## src/rtl/adv_game_pkg.sv

```systemverilog
// adv_game_pkg: room encodings, one-hot bit indices and direction codes for adventure_game_v2
package adv_game_pkg;
   typedef enum logic [2:0] {
      VAULT  = 3'd0,
      GRAVE  = 3'd1,
      DEN    = 3'd2,
      STASH  = 3'd3,
      RIVER  = 3'd4,
      TUNNEL = 3'd5,
      CAVE   = 3'd6
   } room_t;
   localparam int ROOM_N   = 7;
   localparam int B_VAULT  = 0;
   localparam int B_GRAVE  = 1;
   localparam int B_DEN    = 2;
   localparam int B_STASH  = 3;
   localparam int B_RIVER  = 4;
   localparam int B_TUNNEL = 5;
   localparam int B_CAVE   = 6;
   localparam logic [3:0] DIR_N = 4'b1000;
   localparam logic [3:0] DIR_S = 4'b0100;
   localparam logic [3:0] DIR_E = 4'b0010;
   localparam logic [3:0] DIR_W = 4'b0001;
endpackage

```

## src/rtl/adv_sword_tracker.sv

```systemverilog
// adv_sword_tracker: sword flag, set on entry to the Secret Sword Stash, cleared by reset
module adv_sword_tracker (
   input  logic clk,
   input  logic reset,
   input  logic set,
   output logic sword
);
   always_ff @(posedge clk)
      if (reset) sword <= 1'b0;
      else if (set) sword <= 1'b1;
endmodule

```

## src/rtl/adventure_game_v2.sv

```systemverilog
// adventure_game_v2: seven-room adventure FSM with lives, saturating move counter and room code
// Optional: ADV_MOVE_LIMIT_EN forces the Graveyard once moves reaches MAX_MOVES.
module adventure_game_v2
   import adv_game_pkg::*;
#(
   parameter int LIVES     = 1,
   parameter int MOVE_W    = 8,
   parameter int MAX_MOVES = 200
) (
   input  logic              clk,
   input  logic              reset,
   input  logic              n,
   input  logic              s,
   input  logic              e,
   input  logic              w,
   output logic [6:0]        room,
   output logic [2:0]        room_code,
   output logic              win,
   output logic              die,
   output logic              sword,
   output logic [3:0]        lives,
   output logic [MOVE_W-1:0] moves
);
   if (MAX_MOVES >= 2 ** MOVE_W) begin : g_bad_cfg
      $error("MAX_MOVES must be < 2**MOVE_W");
   end
   room_t st, st_n;
   logic [3:0] lives_n;
   logic [3:0] dir;
   logic step;
   logic at_limit;
   assign dir = {n, s, e, w};
`ifdef ADV_MOVE_LIMIT_EN
   assign at_limit = moves == MOVE_W'(MAX_MOVES);
`else
   assign at_limit = 1'b0;
`endif
   always_ff @(posedge clk)
      if (reset) begin
         st    <= CAVE;
         lives <= 4'(LIVES);
         moves <= '0;
      end else begin
         st    <= st_n;
         lives <= lives_n;
         if (step && moves != '1) moves <= moves + MOVE_W'(1);
      end
   always_comb begin
      st_n    = st;
      lives_n = lives;
      case (st)
         CAVE:   st_n = dir == DIR_E ? TUNNEL : CAVE;
         TUNNEL: st_n = dir == DIR_W ? CAVE : dir == DIR_S ? RIVER : TUNNEL;
         RIVER:  st_n = dir == DIR_N ? TUNNEL : dir == DIR_W ? STASH : dir == DIR_E ? DEN : RIVER;
         STASH:  st_n = dir == DIR_E ? RIVER : STASH;
         DEN: begin
            st_n    = sword ? VAULT : lives > 4'd1 ? CAVE : GRAVE;
            lives_n = sword ? lives : lives > 4'd1 ? lives - 4'd1 : 4'd0;
         end
         VAULT, GRAVE: st_n = st;
         default: st_n = CAVE;
      endcase
      // only command-driven changes between walkable rooms count as moves
      step = st_n != st && st inside {CAVE, TUNNEL, RIVER, STASH};
      if (at_limit && st inside {CAVE, TUNNEL, RIVER, STASH}) begin
         st_n    = GRAVE;
         lives_n = 4'd0;
         step    = 1'b0;
      end
   end
   adv_sword_tracker u_sword (
      .clk   (clk),
      .reset (reset),
      .set   (st_n == STASH && st != STASH),
      .sword (sword)
   );
   assign room      = 7'b1 << st;
   assign room_code = st;
   assign win       = room[B_VAULT];
   assign die       = room[B_GRAVE];
endmodule

```

## config.mk

```make
export PLATFORM = sky130hd
export DESIGN_NAME = adventure_game_v2
export DESIGN_NICKNAME = d
export VERILOG_FILES = /design/src/rtl/adv_game_pkg.sv /design/src/rtl/adv_sword_tracker.sv /design/src/rtl/adventure_game_v2.sv
export SDC_FILE = /design/constraint.sdc
export NUM_CORES = 1
export LEC_CHECK = 0
export ABC_AREA = 1
export BUFFER_PORTS_ARGS = -buffer_cell sky130_fd_sc_hd__buf_2
export CAP_MARGIN = 20
export CELL_PAD_IN_SITES_DETAIL_PLACEMENT = 2
export CELL_PAD_IN_SITES_GLOBAL_PLACEMENT = 2
export CORE_MARGIN = 4
export CORE_UTILIZATION = 28
export DETAILED_ROUTE_END_ITERATION = 6
export PLACE_DENSITY = 0.94
export SETUP_SLACK_MARGIN = 0.3
export SYNTH_ARGS = -nofsm -noshare
export SYNTH_HDL_FRONTEND = slang
export SYNTH_SLANG_ARGS = --single-unit
```

## constraint.sdc

```tcl
create_clock -name clk -period 3.2 [get_ports clk]
set_input_delay 0.16 -clock clk [delete_from_list [all_inputs] [get_ports clk]]
set_output_delay 0.16 -clock clk [all_outputs]
set_load 0.01 [all_outputs]
```

==> impl_metrics.env, run 1 <==
export IMPL_overflow=0
export IMPL_hold_depth=2
export IMPL_path_clk_slew_ns=0.07
export IMPL_antenna_found_initial=0
export IMPL_drive_above_1_share_pct=23.3
export IMPL_clkLatencyLatePin_ns=0.25
export IMPL_synth_edf_count=0
export IMPL_num_vias=1225
export IMPL_r2r_slack_ns=1.10
export IMPL_numCtsBuffers=3
export IMPL_r2r_cells=15
export IMPL_die_h_um=70.5
export IMPL_dieArea_sq_um=4970
export IMPL_crit_fanout=9
export IMPL_timing_rr_start="lives[0]"
export IMPL_routed_via_density=4.82
export IMPL_detail_route_wirelength_um=3530
export IMPL_holdBufCountCts=0
export IMPL_setup_violations=0
export IMPL_reg2reg_to="moves[0]"
export IMPL_max_freq_mhz=475
export IMPL_tightestPinTransition_ns=0.332
export IMPL_wl_per_cell_um=13.9
export IMPL_synth_area_sq_um=1090
export IMPL_drcViolationCount=0
export IMPL_p_leak_nw=0.705
export IMPL_worstSetupStartpointType="register"
export IMPL_num_antenna_cells=0
export IMPL_final_common_cell="nand2_1"
export IMPL_portBuffers=30
export IMPL_start_util_pct=29.5
export IMPL_dp_hpwl_um=2870
export IMPL_syn_nets=184
export IMPL_finalCritPeriodShare_pct=65.8
export IMPL_ys_ff_latch=16
export IMPL_track_usage_pct=15.0
export IMPL_area_growth_pct=22.5
export IMPL_crit_required_ns=3.35
export IMPL_clkSinkCount=16
export IMPL_first_iter_violations=23
export IMPL_firstDrtPassIters=4
export IMPL_worstHoldPathType="in2reg"
export IMPL_cp_end_kind="register"
export IMPL_grt_max_degree=13
export IMPL_powerDensity_nw_per_um2=723
export IMPL_worst_ep_arrival_time_ns=2.25
export IMPL_drtAntennaViolNets=0
export IMPL_root_buffer="clkbuf_8"
export IMPL_crit_type="reg2reg"
export IMPL_maxCapViolations=0
export IMPL_hold_viol=0
export IMPL_finClkSkew_ns=0.00161
export IMPL_whs_ns=0.246
export IMPL_place_gp_congestion=0.772
export IMPL_status="completed"
export IMPL_ys_seq_area_share_pct=29.3
export IMPL_postCtsSetupBuffers=0
export IMPL_synth_async_reset_ratio_pct=0
export IMPL_final_cell_mix="48 x nand2_1, 30 x buf_2, 23 x inv_1, 21 x nor2_1, 16 x dfxtp_1"
export IMPL_ys_types=23
export IMPL_synthFlopType="dfxtp_1"
export IMPL_holdPathEnd="moves[6]"
export IMPL_cts_tree="yes"
export IMPL_rows=22
export IMPL_n_fill_cell=493
export IMPL_grt_pass1_wl_um=6070
export IMPL_die_w_um=70.5
export IMPL_cts_resized=0
export IMPL_htreeDepth=1
export IMPL_syn_inst=175
export IMPL_grt_pass1_vias=1322
export IMPL_final_nets=216
export IMPL_maxSlewViolCount=0
export IMPL_io_pins=31
export IMPL_setup_tns_ns=0
export IMPL_synth_warnings=0
export IMPL_design_core_area_sq_um=3720
export IMPL_clock_path_buffers=2
export IMPL_syn_mean_instance_area_sq_um=6.26
export IMPL_ir_drop_uv=283
export IMPL_period_needed_ns=2.10
export IMPL_slew_headroom_pct=77.8
export IMPL_hold_path_startpoint="reset"
export IMPL_rsz0062_at_grt="false"
==> logic make-up (layout without fill, tap and decap cells) <==
| family | count (synthesis) | in the layout | share of synthesized area, % |
|---|---|---|---|
| simple gates | 103 | 103 | 43.1 |
| xor+xnor | 6 | 6 | 4.80 |
| flops | 16 | 16 | 29.3 |
| fa+ha+maj | 3 | 3 | 3.43 |
| compound gates | 16 | 16 | 8.11 |
| buf+inv | 31 | 62 | 11.3 |
==> flip-flops by register name, summed over array words and instances (netlist names) <==
signal	count
lives	4
moves	8
room_code	3
u_sword.sword	1
==> layout make-up <==
cell class,instances,area (sq um),share of cell area (%)
timing repair buffer,30,150,11.2
sequential,16,320,23.9
multi-input combinational,128,651,48.5
inverter,28,105,7.84
tap,48,60.1,4.48
clock buffer,4,55.1,4.10
==> cell usage after synthesis, types with 2 or more instances <==
master | number | share of area [%]
buf_4 | 2 | 1.4
nor2_2 | 5 | 2.9
xor2_1 | 5 | 4.0
a21oi_1 | 9 | 4.1
inv_1 | 23 | 7.9
o21ai_0 | 4 | 1.8
ha_1 | 3 | 3.4
nand2_1 | 48 | 16
nor2_1 | 21 | 7.2
nand3_1 | 14 | 6.4
nor3_1 | 3 | 1.4
nand4_1 | 8 | 4.6
inv_2 | 5 | 1.7
dfxtp_1 | 16 | 29
==> worst max-delay path, stage by stage, from the launching register on <==
cell and delay (ns):
dfxtp_1 0.35, inv_1 0.11, ha_1 0.20, nor2_1 0.06, nor2_1 0.20, nor2_1 0.10
nor2_1 0.22, nand2_1 0.09, nand2_1 0.07, nand2_1 0.07, nor2_2 0.12, nand2_4 0.10
nand3_4 0.12, nand2_1 0.08, nand2_1 0.08, nor2_2 0.03
==> routing by layer <==
metal | vias up | global-route usage (%) | wire length, um
li1 | 618 | - | -
met3 | 4 | 1.28 | 104
met4 | 0 | 4.38 | 42
met5 | - | 0 | 0
met1 | 583 | 19.1 | 1690
met2 | 20 | 26.9 | 1690
==> metrics by stage <==
step | setup slack (ns) | utilization [%] | instances | total power, mW | area, sq um
detailed placement | 1.12 | 34.6 | 250 | 0.800 | 1290
floorplan | 1.44 | - | 175 | 0.641 | 1090
finish | 1.10 | 36.1 | 254 | 0.970 | 1340
CTS | 1.07 | 36.1 | 254 | 0.988 | 1340
global route | 0.852 | 36.1 | 254 | 1.06 | 1340
global placement | 1.31 | 34.6 | 250 | 0.766 | 1290
==> report_power, final <==
part           internal [mW]  leakage [nW]  total (mW)  switching, mW
combinational          0.167         0.546       0.514          0.347
sequential             0.229         0.130       0.273         0.0446
clock                  0.109        0.0288       0.183         0.0737
total                  0.505         0.705       0.970          0.465
==> worst max-delay path by stage <==
stage	startpoint	to	slack (ns)	cells after the start
finish	lives[0]	moves[0]	1.10	15
global route	lives[0]	moves[5]	0.85	14
global placement	lives[0]	moves[0]	1.31	15
CTS	lives[0]	moves[0]	1.07	15
detailed placement	lives[0]	moves[0]	1.12	15
floorplan	lives[0]	moves[0]	1.44	15
(Power assumes the default switching activity.)
==> run 2, diff against run 1 <==
Settings changed: ABC_AREA 1 to 0, CORE_UTILIZATION 28 to 25, PLACE_DENSITY 0.94 to 0.84.
Clock period 3.2 ns to 1.89 ns, I/O delays scaled along.
==> run 2 against run 1 <==
The flow now finishes with violations (negative setup slack). Worst hold slack got worse by 0.023 ns. Non-clock buffer count rose by 39. Core utilization rose by 7.0 points. Maximum frequency rose by 8.5%. Final cell count fell by 4.7%. Total power fell by 12%. Global-route usage rose by 3.0 points. Clock power rose by 76%. Critical path type unchanged. Critical endpoint is now moves[5]. Highest routed layer unchanged.
==> impl_metrics.env, run 2 <==
export IMPL_drtAntennaViolNets=0
export IMPL_die_w_um=73.1
export IMPL_syn_inst=132
export IMPL_syn_mean_instance_area_sq_um=8.02
export IMPL_path_clk_slew_ns=0.07
export IMPL_largest_reg_flops=8
export IMPL_setup_ws_ns=-0.0500
export IMPL_status="finished, violations left"
export IMPL_grt_max_degree=19
export IMPL_synth_area_sq_um=1060
export IMPL_grt_pass1_wl_um=7240
export IMPL_clkPwrFrac_pct=37.6
export IMPL_drcViolationCount=0
export IMPL_setup_violations=3
export IMPL_start_util_pct=26.1
export IMPL_htreeDepth=1
export IMPL_num_vias=1290
export IMPL_crit_required_ns=2.07
export IMPL_r2r_slack_ns=-0.05
export IMPL_synth_common_cells="16 x dfxtp_1, 14 x nor2_1, 9 x nor3_1, 8 x a21oi_1"
export IMPL_rsz0062_at_grt="true"
export IMPL_p_leak_nw=0.751
export IMPL_ys_seq_area_share_pct=30.3
export IMPL_cts_tree="yes"
export IMPL_multi_input_area_sq_um=828
export IMPL_place_gp_congestion=0.804
export IMPL_switching_share_pct=27.8
export IMPL_clkSinkCount=16
export IMPL_switching_power_mw=0.237
export IMPL_synth_async_reset_ratio_pct=0
export IMPL_firstDrtPassIters=4
export IMPL_finalCritPeriodShare_pct=103
export IMPL_period_needed_ns=1.94
export IMPL_maxSlewViolCount=0
export IMPL_cp_end_kind="register"
export IMPL_final_nets=202
export IMPL_worstSetupStartpointType="register"
export IMPL_final_cell_mix="36 x buf_4, 30 x buf_2, 12 x nor2_1, 12 x dfxtp_1"
export IMPL_clkLatencyLatePin_ns=0.26
export IMPL_tightestPinTransition_ns=0.575
export IMPL_synth_warnings=0
export IMPL_rows=23
export IMPL_wl_per_cell_um=20.3
export IMPL_drive_above_1_share_pct=55.7
export IMPL_final_common_cell="buf_4"
export IMPL_ys_ff_latch=16
export IMPL_numCtsBuffers=3
export IMPL_synth_area_leaders="dfxtp_1 30%, nor2_1 5.0%, nor3_1 4.3%, a21oi_1 3.8%, ha_1 3.5%"
export IMPL_synth_edf_count=0
export IMPL_design_core_area_sq_um=4060
export IMPL_register_area_sq_um=330
export IMPL_num_antenna_cells=0
export IMPL_dieArea_sq_um=5340
export IMPL_top_register="moves"
export IMPL_worstHoldPathType="in2reg"
export IMPL_finClkSkew_ns=0.00637
export IMPL_routed_via_density=5.33
export IMPL_ir_drop_uv=193
export IMPL_p_int_mw=0.617
export IMPL_synth_top_area_cell="dfxtp_1"
export IMPL_pre_cts_slack_ns=-0.104
export IMPL_yosysTopAreaCellShare_pct=30.3
export IMPL_root_buffer="clkbuf_8"
export IMPL_antenna_found_initial=0
export IMPL_max_freq_mhz=515
export IMPL_n_fill_cell=456
export IMPL_synthFlopType="dfxtp_1"
export IMPL_clock_path_buffers=2
export IMPL_io_pins=31
export IMPL_first_iter_violations=47
export IMPL_holdBufCountCts=0
export IMPL_detail_route_wirelength_um=4910
export IMPL_dp_hpwl_um=2850
export IMPL_overflow=0
export IMPL_synth_most_common_cell="dfxtp_1"
export IMPL_dp_cells=216
export IMPL_area_growth_pct=65.0
export IMPL_hold_viol=0
export IMPL_combPwrFrac_pct=21.5
export IMPL_track_usage_pct=18.0
export IMPL_ys_types=44
export IMPL_portBuffers=30
export IMPL_crit_fanout=5
export IMPL_grt_pass1_vias=1379
export IMPL_syn_nets=141
export IMPL_instances_no_fill=242
export IMPL_powerDensity_nw_per_um2=489
export IMPL_violations="negative setup slack"
export IMPL_seq_power_share_pct=40.9
export IMPL_slew_headroom_pct=61.1
export IMPL_die_h_um=73.1
export IMPL_maxCapViolations=0
export IMPL_worst_ep_arrival_time_ns=2.12
export IMPL_crit_type="reg2reg"
run 2: layout make-up:
class,instances,area share (%)
Tap cell,50,3.58
Inverter,4,0.931
Clock buffer,4,3.15
Multi-Input combinational cell,99,47.4
Sequential cell,16,18.9
Timing Repair Buffer,69,26.0
run 2: repair_timing:
action | 4_1_cts | 5_1_grt
gates resized for setup | 19 | 15
pin swaps | 9 | 11
endpoints found under the setup margin | 13 | 17
buffers inserted | 14 | 8
run 2: kinds of logic (layout without fill, tap and decap cells):
group	count (synthesis)	count (layout)	synth area share, %
xor gates and xnor gates	3	3	2.48
muxes	3	3	3.07
AOI/OAI and AO/OA	29	29	20.0
DFF	16	16	30.3
adders and majority gates	4	4	4.49
buffers and inverters	17	77	8.51
and+or+nand+nor	60	60	31.2
run 2: power by group through the flow:
stage	Sequential (mW)	Clock, mW	Combinational (mW)
2_1_floorplan	0.357	0	0.0813
3_3_place_gp	0.356	0	0.113
3_5_place_dp	0.357	0	0.121
4_1_cts	0.349	0.320	0.163
5_1_grt	0.350	0.334	0.198
6_report	0.349	0.322	0.184
run 2: stage by stage:
step	total power, mW	area [sq um]	util (%)	setup TNS [ns]	hold slack [ns]
final	0.855	1750	43.0	-0.0749	0.223
after detailed placement	0.478	1380	33.9	-0.354	0.474
after floorplan	0.438	1130	-	0	0.372
after CTS	0.833	1630	40.1	0	0.213
after global routing	0.882	1750	43.0	-0.242	0.247
after global placement	0.468	1380	33.9	-0.0163	0.454
run 2: critical path, stage by stage (launching register included):
cell       delay, ns
dfxtp_4         0.38
nand2b_4        0.17
nor4_4          0.37
a2111oi_4       0.10
buf_4           0.18
or4_4           0.51
a21oi_1         0.16
run 2: path summary, 6_finish.rpt:
path                                 end         start  cells after the start
worst max register to register  moves[5]  room_code[1]                      6
worst max-delay path            moves[5]  room_code[1]                      6
worst min-delay path            lives[3]         reset                      2
worst min register to register  moves[1]      moves[1]                      2
run 2: layer usage:
layer / up-vias / share of wire [%] / track usage (%)
li1: 605 / - / -
met1: 633 / 39 / 18.8
met2: 41 / 54 / 35.5
met3: 11 / 4.1 / 2.34
met4: 0 / 3.0 / 6.76
met5: - / 0 / 0
==> run 3, diff against run 2 <==
Settings changed: CORE_MARGIN 4 to not set.
==> run 3 against run 2 <==
Flip-flop and latch count did not move. Largest power group unchanged. Global-route usage rose by 2.0 points. Register-to-register slack improved by 0.04 ns. Critical path type unchanged. Non-clock buffer count decreased by 10. Maximum frequency rose by 2.0%. Critical path depth rose by 1. Worst setup slack improved by 0.039 ns. First-iteration DRC count shrank 38%. Via count is 5.3% lower. Worst hold slack lost 0.0061 ns. The flow still finishes with violations (negative setup slack). Clock skew shrank 0.0028 ns. Core utilization decreased by 0.81 points.
==> impl_metrics.env, run 3 (same netlist as run 2, synthesis figures left out) <==
export IMPL_cp_end_kind="register"
export IMPL_crit_fanout=5
export IMPL_design_core_area_sq_um=4030
export IMPL_met2_usage_pct=38.5
export IMPL_max_freq_mhz=526
export IMPL_final_common_cell="buf_2"
export IMPL_final_cell_area_sq_um=1700
export IMPL_area_growth_pct=60.8
export IMPL_finalCritPeriodShare_pct=101
export IMPL_numCtsBuffers=3
export IMPL_portBuffers=30
export IMPL_powerDensity_nw_per_um2=495
export IMPL_wl_per_cell_um=18.1
export IMPL_final_cell_mix="30 x buf_2, 24 x buf_4, 13 x dfxtp_1, 11 x nor2_1, 7 x nor3_1"
export IMPL_path_cells="nand2b_4 -> nor4_4 -> buf_4 -> a2111oi_4 -> buf_4 -> or4_4 -> a21oi_2"
export IMPL_rows=23
export IMPL_dp_hpwl_um=2810
export IMPL_dieArea_sq_um=4500
export IMPL_n_fill_cell=450
export IMPL_cp_common_cell="buf_4"
export IMPL_slowest_delay_ns=0.51
export IMPL_maxSlewViolCount=0
export IMPL_fin_util_pct=42.2
export IMPL_use_met1_pct=20.7
export IMPL_worst_ep_arrival_time_ns=2.10
export IMPL_routed_via_density=5.27
export IMPL_hold_viol=0
export IMPL_largest_reg_flops=8
export IMPL_drive_above_1_share_pct=54.4
export IMPL_worstPathBufferInverterCount=2
export IMPL_htreeDepth=1
export IMPL_finClkSkew_ns=0.00357
export IMPL_die_h_um=67.1
export IMPL_grt_max_degree=19
export IMPL_drtAntennaViolNets=0
export IMPL_crit_type="reg2reg"
export IMPL_ir_drop_uv=194
export IMPL_overflow=0
export IMPL_holdBufCountCts=0
export IMPL_die_w_um=67.1
export IMPL_grt_pass1_wl_um=6550
export IMPL_first_iter_violations=29
export IMPL_rsz0062_at_grt="true"
export IMPL_num_vias=1222
export IMPL_worstSetupStartpointType="register"
export IMPL_drcViolationCount=0
export IMPL_place_area_sq_um=1380
export IMPL_start_util_pct=26.3
export IMPL_clock_path_buffers=2
export IMPL_status="finished, violations left"
export IMPL_r2r_slack_ns=-0.01
export IMPL_met3_usage_pct=2.57
export IMPL_grt_pass1_vias=1329
export IMPL_path_clk_slew_ns=0.07
export IMPL_top_usage_layer="met2"
export IMPL_dp_cells=217
export IMPL_clkLatencyLatePin_ns=0.26
export IMPL_antenna_found_initial=0
export IMPL_period_needed_ns=1.90
export IMPL_detail_route_wirelength_um=4210
export IMPL_place_gp_congestion=0.838
export IMPL_worstHoldPathType="in2reg"
export IMPL_cts_tree="yes"
export IMPL_instances_no_fill=232
export IMPL_clkSinkCount=16
export IMPL_top_register="moves"
export IMPL_num_antenna_cells=0
export IMPL_io_pins=31
export IMPL_p_leak_nw=0.715
export IMPL_critPathTopFamily="simple AND/OR/NAND/NOR gates"
export IMPL_setup_ws_ns=-0.0110
export IMPL_root_buffer="clkbuf_8"
export IMPL_crit_path_top_delay_cell="or4_4"
export IMPL_crit_required_ns=2.09
export IMPL_multi_input_area_sq_um=852
export IMPL_violations="negative setup slack"
export IMPL_tightestPinTransition_ns=0.579
export IMPL_maxCapViolations=0
export IMPL_track_usage_pct=20.0
export IMPL_setup_violations=3
export IMPL_slew_headroom_pct=60.9
export IMPL_register_area_sq_um=329
export IMPL_firstDrtPassIters=4
export IMPL_final_nets=192
==> run 3: cell types whose count changed in the layout (fill, tap and decap cells not counted), moves of 2 or more <==
cell / change
buf_4: -12
buf_6: +2
nor2_4: +2
nor3_2: -2
o31ai_4: -2
==> run 3: area by class of cell <==
class | count | share of cell area [%]
Clock buffer | 4 | 3.24
Inverter | 4 | 0.956
Multi-Input combinational cell | 99 | 50.1
Sequential cell | 16 | 19.3
Tap cell | 50 | 3.68
Timing Repair Buffer | 59 | 22.7
==> run 3: per-layer routing <==
metal | wire length (um) | part of all wire [%] | up-vias
met5 | 0 | 0 | -
met4 | 98 | 2.3 | 0
met3 | 112 | 2.7 | 7
met2 | 2290 | 54 | 30
met1 | 1700 | 40 | 598
li1 | - | - | 587
==> run 3: report_power, final <==
part	internal [mW]	total, mW	leakage, nW	switching [mW]
Combinational	0.0792	0.168	0.558	0.0883
Sequential	0.341	0.348	0.129	0.00770
Clock	0.186	0.326	0.0288	0.140
Total	0.606	0.842	0.715	0.236
==> run 3: timing repair <==
| item | CTS | global route |
|---|---|---|
| pin swaps | 8 | 12 |
| endpoints found under the hold margin | 0 | 0 |
| cloned | 1 | 0 |
| endpoints found under the setup margin | 15 | 16 |
| resized for setup | 20 | 18 |
| setup buffers | 8 | 2 |
==> run 3: final timing paths <==
path                                   start             to  cells after the start
worst max-delay path            room_code[1]       moves[3]                      7
worst min-delay path                   reset  u_sword.sword                      2
worst min register to register      lives[0]       lives[0]                      1
worst max register to register  room_code[1]       moves[3]                      7
==> run 3: stage by stage <==
step | total power, mW | hold slack [ns] | setup WS [ns] | TNS [ns]
6_report | 0.842 | 0.217 | -0.0110 | -0.0195
5_1_grt | 0.881 | 0.248 | -0.0736 | -0.309
4_1_cts | 0.835 | 0.222 | 0.00282 | 0
3_5_place_dp | 0.477 | 0.481 | -0.146 | -0.694
3_3_place_gp | 0.467 | 0.458 | -0.0548 | -0.0548
2_1_floorplan | 0.438 | 0.372 | 0.00467 | 0
